<file path="config.mk">
export PLATFORM = sky130hd
export DESIGN_NAME = div3_an_encoder_flat
export DESIGN_NICKNAME = d
export VERILOG_FILES = /design/src/rtl/div3_pkg.sv /design/src/rtl/div3_an_encoder_if.sv /design/src/rtl/mod3_serial.sv /design/src/rtl/div3_an_encoder.sv /design/src/flat_wrapper.sv
export SDC_FILE = /design/constraint.sdc
export NUM_CORES = 1
export LEC_CHECK = 0
export CAP_MARGIN = 40
export CORE_ASPECT_RATIO = 0.6
export CORE_MARGIN = 3
export CORE_UTILIZATION = 55
export CTS_BUF_LIST = sky130_fd_sc_hd__clkbuf_8
export CTS_CLUSTER_SIZE = 14
export DETAILED_ROUTE_END_ITERATION = 8
export PLACE_DENSITY = 0.86
export SLEW_MARGIN = 25
export SYNTH_ARGS = -nofsm -noshare
export SYNTH_HDL_FRONTEND = slang
export SYNTH_SLANG_ARGS = --single-unit
</file>
<file path="constraint.sdc">
create_clock -name clk -period 2.6 [get_ports clk]
set_input_delay 0.26 -clock clk [delete_from_list [all_inputs] [get_ports clk]]
set_output_delay 0.26 -clock clk [all_outputs]
set_load 0.01 [all_outputs]
</file>
<file path="src/rtl/div3_pkg.sv">
// Shared types and constants for the divide-by-3 AN-code encoder and its serial mod-3 residue tracker.
package div3_pkg;

    typedef enum logic [1:0] {
        IDLE = 2'd0,
        CALC = 2'd1,
        DONE = 2'd2
    } enc_state_t;

    localparam int DEF_DATA_W = 8;

    // Residue contributed by a set code bit: +1 at even positions, +2 (== -1 mod 3) at odd ones.
    localparam logic [1:0] RES_W1 = 2'd1;
    localparam logic [1:0] RES_W2 = 2'd2;

    function automatic int code_w(input int data_w);
        return data_w + 2;
    endfunction

    function automatic logic [1:0] mod3_add(input logic [1:0] r, input logic [1:0] w);
        logic [2:0] t;
        t = {1'b0, r} + {1'b0, w};
        return (t >= 3'd3) ? 2'(t - 3'd3) : t[1:0];
    endfunction

endpackage

</file>
<file path="src/rtl/div3_an_encoder_if.sv">
// Handshake bundle for the encoder: data-in side, code-out side and the self-check flag.
interface div3_an_encoder_if #(
    parameter int DATA_W = 8
);
    localparam int CODE_W = DATA_W + 2;

    logic              in_valid;
    logic              in_ready;
    logic [DATA_W-1:0] in_data;
    logic              out_valid;
    logic              out_ready;
    logic [CODE_W-1:0] out_code;
    logic              chk_err;

    modport master (
        output in_valid, in_data, out_ready,
        input  in_ready, out_valid, out_code, chk_err
    );

    modport slave (
        input  in_valid, in_data, out_ready,
        output in_ready, out_valid, out_code, chk_err
    );
endinterface

</file>
<file path="src/rtl/mod3_serial.sv">
// Serial mod-3 residue accumulator; i_parity selects weight 2 (odd bit position) instead of 1.
module mod3_serial
    import div3_pkg::*;
(
    input  logic       clk,
    input  logic       rst_n,
    input  logic       i_clr,
    input  logic       i_bit_en,
    input  logic       i_bit,
    input  logic       i_parity,
    output logic [1:0] o_residue,
    output logic [1:0] o_residue_next
);
    logic [1:0] r_res;
    logic [1:0] w_res_next;

    always_comb begin
        w_res_next = r_res;
        if (i_clr)
            w_res_next = 2'd0;
        else if (i_bit_en && i_bit)
            w_res_next = mod3_add(r_res, i_parity ? RES_W2 : RES_W1);
    end

    always_ff @(posedge clk or negedge rst_n) begin
        if (!rst_n)
            r_res <= 2'd0;
        else
            r_res <= w_res_next;
    end

    assign o_residue      = r_res;
    assign o_residue_next = w_res_next;
endmodule

</file>
<file path="src/rtl/div3_an_encoder.sv">
// Bit-serial AN encoder (A=3): out_code = 3*in_data, computed LSB-first as x + (x<<1).
// Optional residue self-check of the emitted code is built when DIV3_ENC_SELFCHECK_EN is defined.
module div3_an_encoder
    import div3_pkg::*;
#(
    parameter int DATA_W = DEF_DATA_W
) (
    input  logic             clk,
    input  logic             rst_n,
    div3_an_encoder_if.slave bus
);
    localparam int CODE_W = code_w(DATA_W);
    localparam int CNT_W  = $clog2(CODE_W);
    localparam logic [CNT_W-1:0] CNT_LAST = CNT_W'(CODE_W - 1);

    enc_state_t        r_state;
    logic [DATA_W-1:0] r_x;
    logic [CODE_W-1:0] r_code;
    logic [CNT_W-1:0]  r_cnt;
    logic              r_carry;
    logic              r_prev;
    logic              r_in_ready;
    logic              r_out_valid;

    logic w_a;
    logic w_s;
    logic w_c_next;
    logic w_accept;
    logic w_last;

    // r_x shifts right each CALC cycle, so bit 0 is x[i] and zero-fills past DATA_W.
    assign w_a      = r_x[0];
    assign w_s      = w_a ^ r_prev ^ r_carry;
    assign w_c_next = (w_a & r_prev) | (w_a & r_carry) | (r_prev & r_carry);
    assign w_accept = (r_state == IDLE) && bus.in_valid;
    assign w_last   = (r_state == CALC) && (r_cnt == '0);

    always_ff @(posedge clk or negedge rst_n) begin
        if (!rst_n) begin
            r_state     <= IDLE;
            r_x         <= '0;
            r_code      <= '0;
            r_cnt       <= '0;
            r_carry     <= 1'b0;
            r_prev      <= 1'b0;
            r_in_ready  <= 1'b1;
            r_out_valid <= 1'b0;
        end else begin
            case (r_state)
                IDLE: begin
                    if (bus.in_valid) begin
                        r_x        <= bus.in_data;
                        r_carry    <= 1'b0;
                        r_prev     <= 1'b0;
                        r_cnt      <= CNT_LAST;
                        r_in_ready <= 1'b0;
                        r_state    <= CALC;
                    end
                end
                CALC: begin
                    r_code  <= {w_s, r_code[CODE_W-1:1]};
                    r_carry <= w_c_next;
                    r_prev  <= w_a;
                    r_x     <= {1'b0, r_x[DATA_W-1:1]};
                    r_cnt   <= r_cnt - 1'b1;
                    if (r_cnt == '0) begin
                        r_out_valid <= 1'b1;
                        r_state     <= DONE;
                    end
                end
                DONE: begin
                    if (bus.out_ready) begin
                        r_out_valid <= 1'b0;
                        r_in_ready  <= 1'b1;
                        r_state     <= IDLE;
                    end
                end
                default: begin
                    r_in_ready  <= 1'b1;
                    r_out_valid <= 1'b0;
                    r_state     <= IDLE;
                end
            endcase
        end
    end

    assign bus.in_ready  = r_in_ready;
    assign bus.out_valid = r_out_valid;
    assign bus.out_code  = r_code;

`ifdef DIV3_ENC_SELFCHECK_EN
    logic       r_odd;
    logic       r_chk_err;
    logic [1:0] w_residue;
    logic [1:0] w_residue_next;

    mod3_serial u_mod3 (
        .clk            (clk),
        .rst_n          (rst_n),
        .i_clr          (w_accept),
        .i_bit_en       (r_state == CALC),
        .i_bit          (w_s),
        .i_parity       (r_odd),
        .o_residue      (w_residue),
        .o_residue_next (w_residue_next)
    );

    always_ff @(posedge clk or negedge rst_n) begin
        if (!rst_n) begin
            r_odd     <= 1'b0;
            r_chk_err <= 1'b0;
        end else begin
            if (w_accept)
                r_odd <= 1'b0;
            else if (r_state == CALC)
                r_odd <= ~r_odd;
            // Sample the residue including the final bit, on the same edge DONE is entered.
            if (w_last)
                r_chk_err <= (w_residue_next != 2'd0);
            else if (r_state == DONE && bus.out_ready)
                r_chk_err <= 1'b0;
        end
    end

    assign bus.chk_err = r_chk_err;
`else
    assign bus.chk_err = 1'b0;
`endif

endmodule

</file>
<file path="src/flat_wrapper.sv">
// flat-port wrapper written by rule: the top's interface ports become plain ports
module div3_an_encoder_flat import div3_pkg::*;
#(
    parameter int DATA_W = DEF_DATA_W
)
  (clk, rst_n, bus_in_valid, bus_in_data, bus_out_ready, bus_in_ready, bus_out_valid, bus_out_code, bus_chk_err);
  div3_an_encoder_if #(.DATA_W(DATA_W)) bus_i ();
  input  logic clk;
  input  logic rst_n;
  input wire logic [$bits(bus_i.in_valid)-1:0] bus_in_valid;
  input wire logic [$bits(bus_i.in_data)-1:0] bus_in_data;
  input wire logic [$bits(bus_i.out_ready)-1:0] bus_out_ready;
  output wire logic [$bits(bus_i.in_ready)-1:0] bus_in_ready;
  output wire logic [$bits(bus_i.out_valid)-1:0] bus_out_valid;
  output wire logic [$bits(bus_i.out_code)-1:0] bus_out_code;
  output wire logic [$bits(bus_i.chk_err)-1:0] bus_chk_err;
  assign bus_i.in_valid = bus_in_valid;
  assign bus_i.in_data = bus_in_data;
  assign bus_i.out_ready = bus_out_ready;
  assign bus_in_ready = bus_i.in_ready;
  assign bus_out_valid = bus_i.out_valid;
  assign bus_out_code = bus_i.out_code;
  assign bus_chk_err = bus_i.chk_err;
  div3_an_encoder #(.DATA_W(DATA_W)) u_core (.clk(clk), .rst_n(rst_n), .bus(bus_i));
endmodule
</file>
# Yosys cells after proc, flatten, opt, wreduce, memory -nomap -nowiden
# Index checks and enable logic that the tools add are counted.
dict set report totals {
  output_inout_bits 13
  regBits 28
  input_bits 12
  elab_cells 46
}
dict set report op_classes {
  bitwise 9
  reduce_logical 7
  eq_ne 5
  add_sub_neg 1
  n_mux 16
}
# op n
set op_table {}
lappend op_table {{one-hot mux 8 bit (2 select lines)} 1}
lappend op_table {{AND reduction 3 bit} 3}
lappend op_table {{2-to-1 mux 8 bit} 1}
lappend op_table {{one-hot mux 4 bit (2 select lines)} 1}
lappend op_table {{2-to-1 mux 2 bit} 3}
lappend op_table {{inequality test 2 bit, second input constant} 3}
lappend op_table {{one-hot mux 1 bit (3 select lines)} 2}
lappend op_table {{one-hot mux 2 bit (3 select lines)} 1}
lappend op_table {{zero test 4 bit} 1}
lappend op_table {{2-to-1 mux 1 bit} 4}
lappend op_table {{2-to-1 mux 4 bit} 1}
lappend op_table {{one-hot mux 1 bit (2 select lines)} 2}
lappend op_table {{subtractor 4 x 1 -> 4 bit, second input constant} 1}
lappend op_table {{AND 1 bit} 3}
lappend op_table {{== test 2 x 1 -> 1 bit, second input constant} 1}
lappend op_table {{== test 2 bit, second input constant} 1}
lappend op_table {{zero test 2 bit} 1}
lappend op_table {{inverter 1 bit} 2}
lappend op_table {{OR 1 bit} 2}
lappend op_table {{AND reduction 2 bit} 1}
lappend op_table {{nonzero test 2 bit} 1}
lappend op_table {{bitwise XOR 1 bit} 2}

# Longest topological paths before layout
dict set report logic_depth {
  word_depth 4
  mapped_depth 5
  mapped_depth_nobuf 5
}

# Worst setup path after synthesis
# Ideal clock, no wire load.
dict set report synth_path {
  kind {register -> register}
  start {register u_core.r_cnt[0]}
  end {register u_core.r_cnt[2]}
  n_path_buf 0
  path_stages_with_launch 5
  required_ns 2.479
  synth_period_minus_slack_ns 1.238
  setup_time_ns 0.121
  arrival_time_ns 1.117
  setup_slack_ns 1.362
  path_cell_list {dfrtp_1 inv_1 ha_1 mux2_2 a22o_1}
}
dict set report synth_between {
  elab_chain_cells 2
}
# item line_no
set synth_rtl {}
lappend synth_rtl {{from (decl)} div3_an_encoder.sv:19} ;# logic [CNT_W-1:0] r_cnt;
lappend synth_rtl {{from (signal assigned)} div3_an_encoder.sv:65} ;# r_cnt <= r_cnt - 1'b1;
lappend synth_rtl {{subtractor 4 x 1 -> 4 bit} div3_an_encoder.sv:65}
lappend synth_rtl {{one-hot mux 4 bit (2 select lines)} div3_an_encoder.sv:49} ;# case (r_state)
# Every way passes these cells.
# A chain may end at the register's enable or synchronous reset.

# Final worst setup path
dict set report layout_path {
  start {register u_core.r_state[0]}
  end {register u_core.r_code[6] (netlist: u_core.bus.out_code[6])}
}
dict set report layout_between {
  elab_chain_cells 1
}
# item line_no
set layout_rtl {}
lappend layout_rtl {{from (decl)} div3_an_encoder.sv:16} ;# enc_state_t r_state;
lappend layout_rtl {{from (signal assigned)} div3_an_encoder.sv:40} ;# r_state <= IDLE;
lappend layout_rtl {{from (signal assigned)} div3_an_encoder.sv:57} ;# r_state <= CALC;
lappend layout_rtl {{from (signal assigned)} div3_an_encoder.sv:68} ;# r_state <= DONE;
lappend layout_rtl {{== test 2 x 1 -> 1 bit} -}
lappend layout_rtl {{to (signal assigned)} div3_an_encoder.sv:61} ;# r_code <= {w_s, r_code[CODE_W-1:1]};
lappend layout_rtl {{to (decl)} div3_an_encoder.sv:18} ;# logic [CODE_W-1:0] r_code;
# Every way passes these cells.

==> impl_metrics.tcl <==
set metrics [dict create \
    gp_congestion 0.790 \
    cts_root_buffer "clkbuf_8" \
    p_per_area_nw_per_um2 1140 \
    synth.distinct_cells 26 \
    die_w_um 68.2 \
    die_h_um 43.3 \
    post-route-period-util_pct 63.8 \
    synth_compound_area_share_pct 16.1 \
    post_drt_wl_per_cell_um 15.2 \
    cts_buffer_depth 2 \
    pre_cts_ws_ns 0.663 \
    yosysTopAreaCellShare_pct 52.9 \
    drive_gt1_share_pct 6.45 \
    arrival_ns 1.87 \
    end_kind "register" \
    core_area_sq_um 2010 \
    area_growth_pct 22.8 \
    cap_viol_max_count 0 \
    drtIter0Drc 78 \
    critPathMaxStageDelay_ns 0.63 \
    synth_area_leaders "dfrtp_1 53%, nand2_1 10%, o21ai_0 5.5%" \
    clock_latency_ns 0.27 \
    fin_tns_setup_ns 0 \
    cp_max_fo 16 \
    drc_errors 0 \
    ir_drop_mv 0.658 \
    grt_use_total_pct 22.2 \
    cts_setup_buffers 0 \
    htree_levels 1 \
    crit_required_ns 2.81 \
    antennaDiodeCount 0 \
    max-slew-margin-rel_pct 56.1 \
    path_class "reg2reg" \
    fp-row-count 12 \
    initial_core_util_pct 63.4 \
    yosys.area_share.simple_pct 18.4 \
    hpwlAfterDp_um 2050 \
    wl_um 2790 \
    ys_seq_elements 28 \
    fin_crit_ns 1.66 \
    finalSetupViolCount 0 \
    clock_skew_ns 0.00409 \
    antenna_found_initial 0 \
    final_cell_mix "35 x nand2_1, 27 x dfrtp_1, 23 x clkdlybuf4s50_1" \
    worstHoldPathType "in2async" \
    dieArea_sq_um 2950 \
    synth_area_sq_um 1280 \
    drv_slew 0 \
    synth_fa_ha_area_share_pct 3.53 \
    via_per_inst 5.47 \
    cts_tree "built" \
    grt_pass1_wl_um 4740 \
    clk_pin_slew_ns 0.09 \
    cts_made_buffers 3 \
    regToRegSetupSlack_ns 0.94 \
    crit_end "u_core.bus.out_code[6]" \
    setup.worst_path.start "u_core.r_state[0]" \
    io_buffers 23 \
    synth_top_family_by_area "simple AND/OR/NAND/NOR gates" \
    synth_top_area_cell "dfrtp_1" \
    cts-resized-gates 0 \
    synth_nets 148 \
    cpMostUsedCell "nand2_1" \
    synth_warnings 0 \
    pin_count 25 \
    path_cells "nor2b_1 > buf_4 > nand2_1 > nand2_1" \
    firstDrtPassIters 4 \
    rr_startpoint "u_core.r_state[0]" \
    nets 171 \
    max_slew.worst_pin.slew_ns 0.657 \
    hold_viol_final 0 \
    ys_seq_area_share_pct 55.0 \
    avgSynthCellArea_sq_um 9.60 \
    reg2reg_to "u_core.bus.out_code[6]" \
    grt_pass1_vias 977 \
    total_power_uw 1790 \
    num_vias 1001 \
    maxClockFrequency_ghz 0.603 \
    p_leak_uw 0.000708 \
    rsz0062_at_grt "false" \
    fillers 140 \
    synth.mux.area_fraction_pct 1.76 \
    reg2reg_depth 4 \
    grt_start_max_net_pins 17 \
    setup_ws_ns 0.942 \
    ctsHoldBuffers 0 \
    clock_sinks 28 \
    final_common_cell "nand2_1" \
    syn-instance-count 133 \
    crit_path_start_kind "register" \
    status "complete, no violations" \
    synth-xor-area-share_pct 0 \
    grt-ovfl-total 0 \
    ant_nets 0 \
    slowest_stage "dfrtp_1" \
]
==> cell type report <==
class | count | area, sq um | area share [%]
timing repair buffer | 25 | 245 | 15.6
clock buffer | 4 | 55.1 | 3.51
sequential | 28 | 702 | 44.8
multi-input combinational | 93 | 512 | 32.6
tap | 28 | 35.0 | 2.23
inverter | 5 | 18.8 | 1.20
==> metal layers <==
layer | vias up | part of all wire (%) | global-route usage (%)
li1 | 483 | - | -
met1 | 479 | 44 | 28.5
met2 | 30 | 49 | 35.4
met3 | 9 | 5.2 | 7.14
met4 | 0 | 2.0 | 7.11
met5 | - | 0 | 0
==> worst min path at each step <==
stage / startpoint / endpoint / depth (start not counted)
after floorplan: rst_n / u_core.bus.out_code[0] / 0
after global placement: u_core.bus.out_code[0] / u_core.bus.out_code[0] / 2
after detailed placement: u_core.bus.out_code[0] / u_core.bus.out_code[0] / 2
after CTS: rst_n / u_core.r_x[2] / 1
after global routing: rst_n / u_core.r_x[6] / 1
final: rst_n / u_core.r_x[4] / 1
==> synthesized netlist by cell type (all sizes together) <==
master	instances
nand2	35
dfrtp	27
o21ai	14
nor2b	9
a21oi	8
a22oi	7
nor2	6
inv	5
buf	4
clkbuf	3
ha	2
mux2	2
a211o	1
a22o	1
a2bb2oi	1
and4bb	1
conb	1
dfstp	1
fa	1
nand2b	1
o21bai	1
o22a	1
or3	1
==> power breakdown <==
group	total [uW]	internal (uW)	switching, uW
clock network	264	136	129
logic	730	353	377
registers	796	623	173
total	1790	1110	679
==> flip-flops by register name (all words and copies together), names as in the netlist <==
signal                cells
u_core.bus.out_code      10
u_core.r_x                8
u_core.r_cnt              4
u_core.r_state            2
u_core.bus.in_ready       1
u_core.bus.out_valid      1
u_core.r_carry            1
u_core.r_prev             1
==> per-stage QoR <==
step                cell area [sq um]  instances  util [%]  hold WS [ns]
floorplan                        1280        133         -       -0.0356
global placement                 1510        179      75.2         0.462
detailed placement               1510        179      75.2         0.469
CTS                              1570        183      77.9         0.403
global route                     1570        183      77.9         0.428
finish                           1570        183      77.9         0.382
==> worst max-delay path: cells and delay by family, from the launching register on <==
family | cells | cell delay, ns
buf+inv | 1 | 0.28
flops | 1 | 0.63
simple gates | 3 | 0.68
==> kinds of logic (layout without fill, tap and decap cells) <==
family,after synthesis,after routing
compound gates,34,34
flops,28,28
other cells,1,1
mux,2,2
simple gates,53,53
fa+ha+maj,3,3
buf+inv,12,34
(Power assumes the default switching activity.)
